$ cat src/rtl/comperator_bist_pkg.sv
// Shared types and golden compare model for the comperator BIST and the comparator's own bench.
package comperator_pkg;

  localparam int DEFAULT_WIDTH = 2;

  typedef enum logic [1:0] {
    IDLE  = 2'd0,
    WAIT  = 2'd1,
    CHECK = 2'd2,
    DONE  = 2'd3
  } state_t;

  // Returns {equal, less, great}; always one-hot for a correct unsigned comparator.
  function automatic logic [2:0] expected_flags(input logic [31:0] a, input logic [31:0] b);
    return {a == b, a < b, a > b};
  endfunction

endpackage

$ cat src/rtl/comperator_bist_if.sv
// Operand/flag link between the BIST initiator (master) and the comparator under test (slave).
interface comperator_bist_if
  import comperator_pkg::*;
#(
  parameter int WIDTH = DEFAULT_WIDTH
);

  logic [WIDTH-1:0] A;
  logic [WIDTH-1:0] B;
  logic             equal;
  logic             less;
  logic             great;

  modport master (output A, output B, input equal, input less, input great);
  modport slave  (input A, input B, output equal, output less, output great);

endinterface

$ cat src/rtl/comperator_bist.sv
// Exhaustive {A,B} sweep of an external comparator; each vector is held SETTLE cycles, then
// the flags are checked against the golden model. Reports pass, mismatch count and first failing vector.
module comperator_bist
  import comperator_pkg::*;
#(
  parameter int WIDTH  = DEFAULT_WIDTH,
  parameter int SETTLE = 1
) (
  input  logic                 clk,
  input  logic                 rst,
  input  logic                 start,
  comperator_bist_if.master    cmp,
  output logic                 busy,
  output logic                 done,
  output logic                 pass,
  output logic [2*WIDTH:0]     fail_count,
  output logic                 first_fail_valid,
  output logic [2*WIDTH-1:0]   first_fail_vec
);

  localparam int VW = 2 * WIDTH;
  localparam int FW = 2 * WIDTH + 1;
  localparam int CW = $clog2(SETTLE + 1);
  localparam logic [CW-1:0] SETTLE_C = CW'(SETTLE);
  localparam logic [VW-1:0] VEC_LAST = '1;

  state_t          state_q, state_d;
  logic [VW-1:0]   vec_q, vec_d;
  logic [CW-1:0]   cnt_q, cnt_d;
  logic            busy_q, busy_d;
  logic            done_q, done_d;
  logic            pass_q, pass_d;
  logic [FW-1:0]   fail_cnt_q, fail_cnt_d;
  logic            ffv_q, ffv_d;
  logic [VW-1:0]   ffvec_q, ffvec_d;

  logic [2:0]      exp_flags;
  logic            mismatch;
  logic [FW-1:0]   fail_cnt_inc;

  always_ff @(posedge clk or posedge rst) begin
    if (rst) begin
      state_q    <= IDLE;
      vec_q      <= '0;
      cnt_q      <= '0;
      busy_q     <= 1'b0;
      done_q     <= 1'b0;
      pass_q     <= 1'b0;
      fail_cnt_q <= '0;
      ffv_q      <= 1'b0;
      ffvec_q    <= '0;
    end else begin
      state_q    <= state_d;
      vec_q      <= vec_d;
      cnt_q      <= cnt_d;
      busy_q     <= busy_d;
      done_q     <= done_d;
      pass_q     <= pass_d;
      fail_cnt_q <= fail_cnt_d;
      ffv_q      <= ffv_d;
      ffvec_q    <= ffvec_d;
    end
  end

  // Any deviation from one-hot expected flags, including zero-hot/multi-hot, is a mismatch.
  always_comb begin
    exp_flags    = expected_flags(32'(vec_q[VW-1:WIDTH]), 32'(vec_q[WIDTH-1:0]));
    mismatch     = ({cmp.equal, cmp.less, cmp.great} != exp_flags);
    fail_cnt_inc = fail_cnt_q + FW'(mismatch);
  end

  always_comb begin
    state_d    = state_q;
    vec_d      = vec_q;
    cnt_d      = cnt_q;
    busy_d     = busy_q;
    done_d     = done_q;
    pass_d     = pass_q;
    fail_cnt_d = fail_cnt_q;
    ffv_d      = ffv_q;
    ffvec_d    = ffvec_q;

    case (state_q)
      IDLE, DONE: begin
        if (start) begin
          vec_d      = '0;
          cnt_d      = SETTLE_C;
          fail_cnt_d = '0;
          ffv_d      = 1'b0;
          ffvec_d    = '0;
          done_d     = 1'b0;
          pass_d     = 1'b0;
          busy_d     = 1'b1;
          state_d    = WAIT;
        end
      end
      WAIT: begin
        cnt_d = cnt_q - CW'(1);
        if (cnt_q == CW'(1)) begin
          state_d = CHECK;
        end
      end
      CHECK: begin
        fail_cnt_d = fail_cnt_inc;
        if (mismatch && !ffv_q) begin
          ffv_d   = 1'b1;
          ffvec_d = vec_q;
        end
        if (vec_q != VEC_LAST) begin
          vec_d   = vec_q + VW'(1);
          cnt_d   = SETTLE_C;
          state_d = WAIT;
        end else begin
          busy_d  = 1'b0;
          done_d  = 1'b1;
          pass_d  = (fail_cnt_inc == '0);
          state_d = DONE;
        end
      end
      default: state_d = IDLE;
    endcase
  end

  assign cmp.A            = vec_q[VW-1:WIDTH];
  assign cmp.B            = vec_q[WIDTH-1:0];
  assign busy             = busy_q;
  assign done             = done_q;
  assign pass             = pass_q;
  assign fail_count       = fail_cnt_q;
  assign first_fail_valid = ffv_q;
  assign first_fail_vec   = ffvec_q;

endmodule

$ cat src/flat_wrapper.sv
// flat-port wrapper written by rule: the top's interface ports become plain ports
module comperator_bist_flat import comperator_pkg::*;
#(
  parameter int WIDTH  = DEFAULT_WIDTH,
  parameter int SETTLE = 1
)
  (clk, rst, start, busy, done, pass, fail_count, first_fail_valid, first_fail_vec, cmp_A, cmp_B, cmp_equal, cmp_less, cmp_great);
  comperator_bist_if #(.WIDTH(WIDTH)) cmp_i ();
  input  logic clk;
  input  logic rst;
  input  logic start;
  output logic busy;
  output logic done;
  output logic pass;
  output logic [2*WIDTH:0] fail_count;
  output logic first_fail_valid;
  output logic [2*WIDTH-1:0] first_fail_vec;
  output wire logic [$bits(cmp_i.A)-1:0] cmp_A;
  output wire logic [$bits(cmp_i.B)-1:0] cmp_B;
  input wire logic [$bits(cmp_i.equal)-1:0] cmp_equal;
  input wire logic [$bits(cmp_i.less)-1:0] cmp_less;
  input wire logic [$bits(cmp_i.great)-1:0] cmp_great;
  assign cmp_A = cmp_i.A;
  assign cmp_B = cmp_i.B;
  assign cmp_i.equal = cmp_equal;
  assign cmp_i.less = cmp_less;
  assign cmp_i.great = cmp_great;
  comperator_bist #(.WIDTH(WIDTH), .SETTLE(SETTLE)) u_core (.clk(clk), .rst(rst), .start(start), .cmp(cmp_i), .busy(busy), .done(done), .pass(pass), .fail_count(fail_count), .first_fail_valid(first_fail_valid), .first_fail_vec(first_fail_vec));
endmodule
$ cat config.mk
export PLATFORM = sky130hd
export DESIGN_NAME = comperator_bist_flat
export DESIGN_NICKNAME = d
export VERILOG_FILES = /design/src/rtl/comperator_bist_pkg.sv /design/src/rtl/comperator_bist_if.sv /design/src/rtl/comperator_bist.sv /design/src/flat_wrapper.sv
export SDC_FILE = /design/constraint.sdc
export NUM_CORES = 1
export LEC_CHECK = 0
export ABC_AREA = 1
export CORE_ASPECT_RATIO = 0.7
export CORE_MARGIN = 2
export CORE_UTILIZATION = 50
export DETAILED_ROUTE_END_ITERATION = 10
export HOLD_SLACK_MARGIN = 0.03
export PLACE_DENSITY = 0.81
export SETUP_SLACK_MARGIN = 0.05
export SYNTH_ARGS = -nofsm -noshare
export SYNTH_HDL_FRONTEND = slang
export SYNTH_SLANG_ARGS = --single-unit
$ cat constraint.sdc
create_clock -name clk -period 2.7 [get_ports clk]
set_input_delay 0.27 -clock clk [delete_from_list [all_inputs] [get_ports clk]]
set_output_delay 0.27 -clock clk [all_outputs]
set_load 0.05 [all_outputs]
==> results.cfg, run 1 <==
[global_routing]
grt_pass1_vias = 891
grt_pass1_wl_um = 3820
antenna_found_initial = 0
grt_max_degree = 21
grt_overflow = 0
grtUsageTotal_pct = 19.6

[clock_network]
hold_buffers = 0
cts_root_buffer = clkbuf_4
cts_made_buffers = 3
cts_tree = done
insertion_delay_ps = 300
cts_buffer_depth = 2
ctsResizeCount = 0
cts.sinks = 20
cts_max_level = 1
path_clk_slew_ps = 110
cts_setup_buffers = 0

[finish]
multi_input_area_sq_um = 552
area_growth_pct = 23.6
drive_gt1_share_pct = 11.0
mostFrequentLayoutCells = nand2_1 (28), clkdlybuf4s50_1 (22), inv_1 (21)
layout.nets = 171
n_fill_cell = 197
seq_area_sq_um = 500
antenna-diode-count = 0
fin_cells = 187
layout_commonest_cell = nand2_1

[drt]
first_pass_iters = 5
vias = 933
via_per_inst = 4.99
drt-initial-drc-count = 12
avgRoutedWirePerCell_um = 12.2
drc = 0
antenna_left = 0
wirelength_um = 2280

[worst_setup_path]
required_ps = 2930
worstSetupEndpointType = register
crit_path_max_incr_delay_ps = 450
arrival_ps = 2610
crit_chain = inv_1 -> ha_1 -> nand2_1 -> nand2_1 -> nand2_1 -> nand2_1 -> nor2_2 -> nand2_2 -> ha_1 -> ha_1 -> xor2_1 -> nor3_1 -> nand4_1 -> o21ai_1
slowest_stage = dfrtp_1
path_buf_inv = 1
path_max_fanout = 5
r2r_start = u_core.vec_q[1]$_DFFE_PP0P_
crit_top_cell = nand2_1
critical_path_class = register to register
cp-start-kind = register
critPathLaunch = u_core.vec_q[1]$_DFFE_PP0P_
critPathTopFamily = adder cells

[logic_synthesis]
synthArstFlopShare_pct = 100
syn_inst = 131
synthesis.nets = 145
syn_area_per_cell_sq_um = 8.78
synth_seq_cells = 20
synth_top_flop_cell = dfrtp_1
netlist_area_sq_um = 1150
ys_types = 25
synth_edf_count = 0
seq_area_frac_synth_pct = 43.5
yosysWarnings = 0

[placement]
io_buffers = 22
dp.cells = 184
place.gp.congestion = 0.806
hpwlAfterDp_um = 1820

[power_and_ir_drop]
ir_drop_mv = 0.646
leakage_nw = 0.710
switching_share_pct = 50.5
combinationalPowerShare_pct = 60.0
power_switching_uw = 721
p_clk_share_pct = 10.0
cell_internal_pwr_uw = 706
seq_power_share_pct = 30.0
power_density_nw_per_um2 = 1000

[floorplanning]
die_w_um = 61.3
start_util_pct = 53.4
ios = 23
dieArea_sq_um = 2710
placementRows = 14
core_sq_um = 2150
die_h_um = 44.1

[timing]
fin_crit_ps = 2380
fmax_mhz = 420
setup_viol = 0
tns_ps = 0
final_max_slew_viol_count = 0
min_period_over_period_pct = 88.1
hold_viol_final = 0
grt_setup_unrepaired = no
tightest_slew_ps = 739
skew_ps = 8.11
slew_headroom_pct = 50.7

[min_path]
min_path_type = input port to async pin

[status]
status = completed

[flow_run]
drv_cap = 0
## cells in the mapped netlist (3+ instances only)
library cell  number  area (sq um)
nand2_1           28           105
inv_1             21          78.8
a21oi_1            4          20.0
nand3_1           12          60.1
ha_1               8           100
o21ai_0            6          30.0
nand2_4            3          33.8
xor2_1             3          26.3
a22o_1             3          26.3
o21ai_1            3          15.0
dfrtp_1           20           500
nand2_2            3          18.8
## metal layers
metal  routed length (um)  track usage, %  vias to the layer above
li1                     -               -                      478
met1                 1020            24.3                      425
met2                 1110            32.6                       24
met3                  111            6.43                        6
met4                   33            6.09                        0
met5                    0               0                        -
## per-stage QoR
stage	area [sq um]	hold slack, ps	utilization, %	setup slack, ps	power [mW]
floorplan	1150	234	-	253	1.08
global placement	1400	455	64.9	465	1.26
detailed placement	1400	465	64.9	388	1.29
CTS	1420	406	66.0	328	1.43
global route	1420	434	66.0	68.0	1.54
finish	1420	375	66.0	321	1.43
## kinds of logic after synthesis
| kind of cell | synth area share, % |
|---|---|
| buffers and inverters | 8.49 |
| AOI/OAI and AO/OA | 10.3 |
| DFF | 43.5 |
| adders and majority gates | 8.71 |
| and+or+nand+nor | 25.7 |
| muxes | 0.979 |
| xor gates and xnor gates | 2.29 |
## final cells by class
cell class | instances | area share (%)
Tap cell | 32 | 2.82
Sequential cell | 20 | 35.2
Clock buffer | 3 | 1.58
Timing Repair Buffer | 22 | 15.5
Inverter | 23 | 6.07
Multi-Input combinational cell | 87 | 38.8
## state kept, by name, indices dropped and copies added (netlist names)
signal                   cells
u_core.busy                  1
u_core.cnt_q                 1
u_core.pass                  1
u_core.first_fail_vec        4
u_core.fail_count            5
u_core.first_fail_valid      1
u_core.vec_q                 4
u_core.done                  1
u_core.state_q               2
## final timing paths
check | endpoint | slack [ps] | cells after the start
min reg2reg | u_core.first_fail_vec[2]$_DFFE_PP0P_ | 480 | 2
min | u_core.state_q[1]$_DFFE_PP0P_ | 380 | 2
min in group clk | u_core.first_fail_vec[2]$_DFFE_PP0P_ | 480 | 2
max reg2reg | u_core.pass$_DFFE_PP0P_ | 320 | 14
max in group asynchronous | u_core.first_fail_vec[3]$_DFFE_PP0P_ | 1850 | 2
max | u_core.pass$_DFFE_PP0P_ | 320 | 14
## power groups by stage
stage,sequential [mW],clock [mW],combinational [mW]
floorplan,0.576,0,0.508
global placement,0.428,0,0.829
detailed placement,0.434,0,0.857
CTS,0.428,0.145,0.861
global route,0.439,0.159,0.942
finish,0.428,0.142,0.857
## worst reg2reg max path: cells and delay by family (launching register included)
family,cells,cell delay (ps)
AO/OA/AOI/OAI,1,150
AND/OR/NAND/NOR,8,700
XOR/XNOR,1,170
adder cells (fa/ha/maj),3,750
flip-flops,1,450
buffers and inverters,1,100
(Power assumes the default switching activity.)
==> run 2: changes to the inputs <==
ABC_AREA = default   (was 1)
==> run 2 against run 1 <==
Compared with the run above: register-to-register slack got worse by 80 ps; final cell count decreased by 2.1%; sequential cell count unchanged; sequential power decreased by 9.6%; critical path depth decreased by 3; worst hold slack improved by 25 ps.
==> results.cfg, run 2 <==
[status]
status = completed

[global_routing]
grtUsageTotal_pct = 20.5
grt_overflow = 0
grt_max_degree = 21
grt_pass1_wl_um = 4080
grt_pass1_vias = 874
antenna_found_initial = 0

[drt]
vias = 1025
drc = 0
antenna_left = 0
drt-initial-drc-count = 59
first_pass_iters = 4
wirelength_um = 2630
via_per_inst = 5.60
avgRoutedWirePerCell_um = 14.3

[timing]
skew_ps = 4.28
fin_crit_ps = 2460
grt_setup_unrepaired = no
tns_ps = 0
fmax_mhz = 407
slew_headroom_pct = 47.9
final_max_slew_viol_count = 0
tightest_slew_ps = 781
min_period_over_period_pct = 91.1
hold_viol_final = 0
setup_viol = 0

[finish]
final_core_util_pct = 66.9
layout.nets = 166
area_growth_pct = 24.6
largest_reg_flops = 5
layout_commonest_cell = clkdlybuf4s50_1
antenna-diode-count = 0
drive_gt1_share_pct = 8.61
mostFrequentLayoutCells = clkdlybuf4s50_1 (22), dfrtp_1 (19), o21ai_0 (13)
design_area_sq_um = 1460

[floorplanning]
die_w_um = 61.9
dieArea_sq_um = 2760
core_sq_um = 2190
ios = 23
die_h_um = 44.6
placementRows = 14
start_util_pct = 53.7

[placement]
hpwlAfterDp_um = 1910
place_area_sq_um = 1420
io_buffers = 22
place.gp.congestion = 0.833

[logic_synthesis]
ys_types = 33
syn_area_per_cell_sq_um = 9.25
yosysWarnings = 0
netlist_area_sq_um = 1170
yosys.area.top_type = dfrtp_1
synth.top_cell.area_share_pct = 42.6
synth_top_flop_cell = dfrtp_1
synth_common_cells = dfrtp_1 (20), o21ai_0 (14), nand2_1 (12), nor2_1 (9)
synth_edf_count = 0
synthesis.nets = 141
synthArstFlopShare_pct = 100
yosysMostFrequentCell = dfrtp_1
syn_inst = 127
synth_seq_cells = 20
netlist_top_cells_area = dfrtp_1 (43%), ha_1 (8.5%), o21ai_0 (6.0%)
seq_area_frac_synth_pct = 42.6

[worst_setup_path]
slowest_stage = dfrtp_1
crit_chain = inv_1 -> ha_1 -> nor2b_4 -> o21ai_1 -> xor2_1 -> nand2_1 -> ha_1 -> ha_1 -> nor4_2 -> a31oi_1 -> o21ai_1
reg2reg_slack_ps = 240
cp-start-kind = register
crit_top_cell = ha_1
critical_path_class = register to register
path_max_fanout = 5
required_ps = 2930
worstSetupEndpointType = register
arrival_ps = 2690
crit_path_max_incr_delay_ps = 370

[power_and_ir_drop]
ir_drop_mv = 0.470
power_density_nw_per_um2 = 806
leakage_nw = 0.659

[clock_network]
cts_max_level = 1
cts_buffer_depth = 2
cts_root_buffer = clkbuf_4
hold_buffers = 0
insertion_delay_ps = 300
cts.sinks = 20
cts_made_buffers = 3
cts_tree = done
path_clk_slew_ps = 110

[min_path]
min_path_type = input port to async pin

[flow_run]
drv_cap = 0
==> run 2: what timing repair did <==
action	4_1_cts	5_1_grt
setup endpoints to repair	0	1
resized for setup	0	3
buffers inserted	0	0
==> run 2: stage by stage <==
stage	hold slack [ps]	power (mW)	setup WS, ps	std cells
floorplan	234	0.868	52.1	127
global placement	490	0.977	326	179
detailed placement	494	1.00	209	179
CTS	420	1.18	176	183
global route	461	1.27	54.3	183
finish	400	1.18	240	183
==> run 2: worst max-delay path, delay by kind of cell (launching register included) <==
family,cells,cell delay [ps]
buffers and inverters,1,50
DFF,1,370
and+or+nand+nor,3,470
xor gates and xnor gates,1,300
AOI/OAI and AO/OA,3,380
adders and majority gates,3,810
==> run 2: metal layers <==
metal	track usage [%]	wire length, um	up-vias
met5	0	0	-
met3	6.43	199	0
met2	32.0	1200	45
met4	2.55	0	0
li1	-	-	512
met1	28.9	1220	468
==> run 2: kinds of logic (layout without fill, tap and decap cells) <==
group           Yosys count  after routing  synth area share [%]
compound gates           41             41                  22.4
simple gates             41             41                  17.6
flops                    20             20                  42.6
buf+inv                  13             37                  5.75
fa+ha+maj                 8              8                  8.52
xor+xnor                  3              3                  2.24
mux                       1              1                 0.958
==> run 2: area by class of cell <==
cell class / count / area [sq um]
Fill cell: 185 / 726
Tap cell: 32 / 40.0
Timing Repair Buffer: 25 / 243
Inverter: 8 / 30.0
Clock buffer: 4 / 36.3
Sequential cell: 20 / 502
Multi-Input combinational cell: 94 / 613
==> run 2: worst paths after layout <==
path / from / cells after the start / to
setup / recovery: u_core.vec_q[1]$_DFFE_PP0P_ / 11 / u_core.pass$_DFFE_PP0P_
hold / removal: rst / 2 / u_core.fail_count[3]$_DFFE_PP0P_
setup reg to reg: u_core.vec_q[1]$_DFFE_PP0P_ / 11 / u_core.pass$_DFFE_PP0P_
hold reg to reg: u_core.first_fail_vec[1]$_DFFE_PP0P_ / 1 / u_core.first_fail_vec[1]$_DFFE_PP0P_
max in group asynchronous: rst / 2 / u_core.vec_q[2]$_DFFE_PP0P_
min in group clk: u_core.first_fail_vec[1]$_DFFE_PP0P_ / 1 / u_core.first_fail_vec[1]$_DFFE_PP0P_
==> run 2: power breakdown <==
group	switching, mW	internal, mW	leakage (nW)
clock network	0.0925	0.0823	0.0210
logic	0.396	0.222	0.374
registers	0.0414	0.345	0.263
total	0.530	0.650	0.659
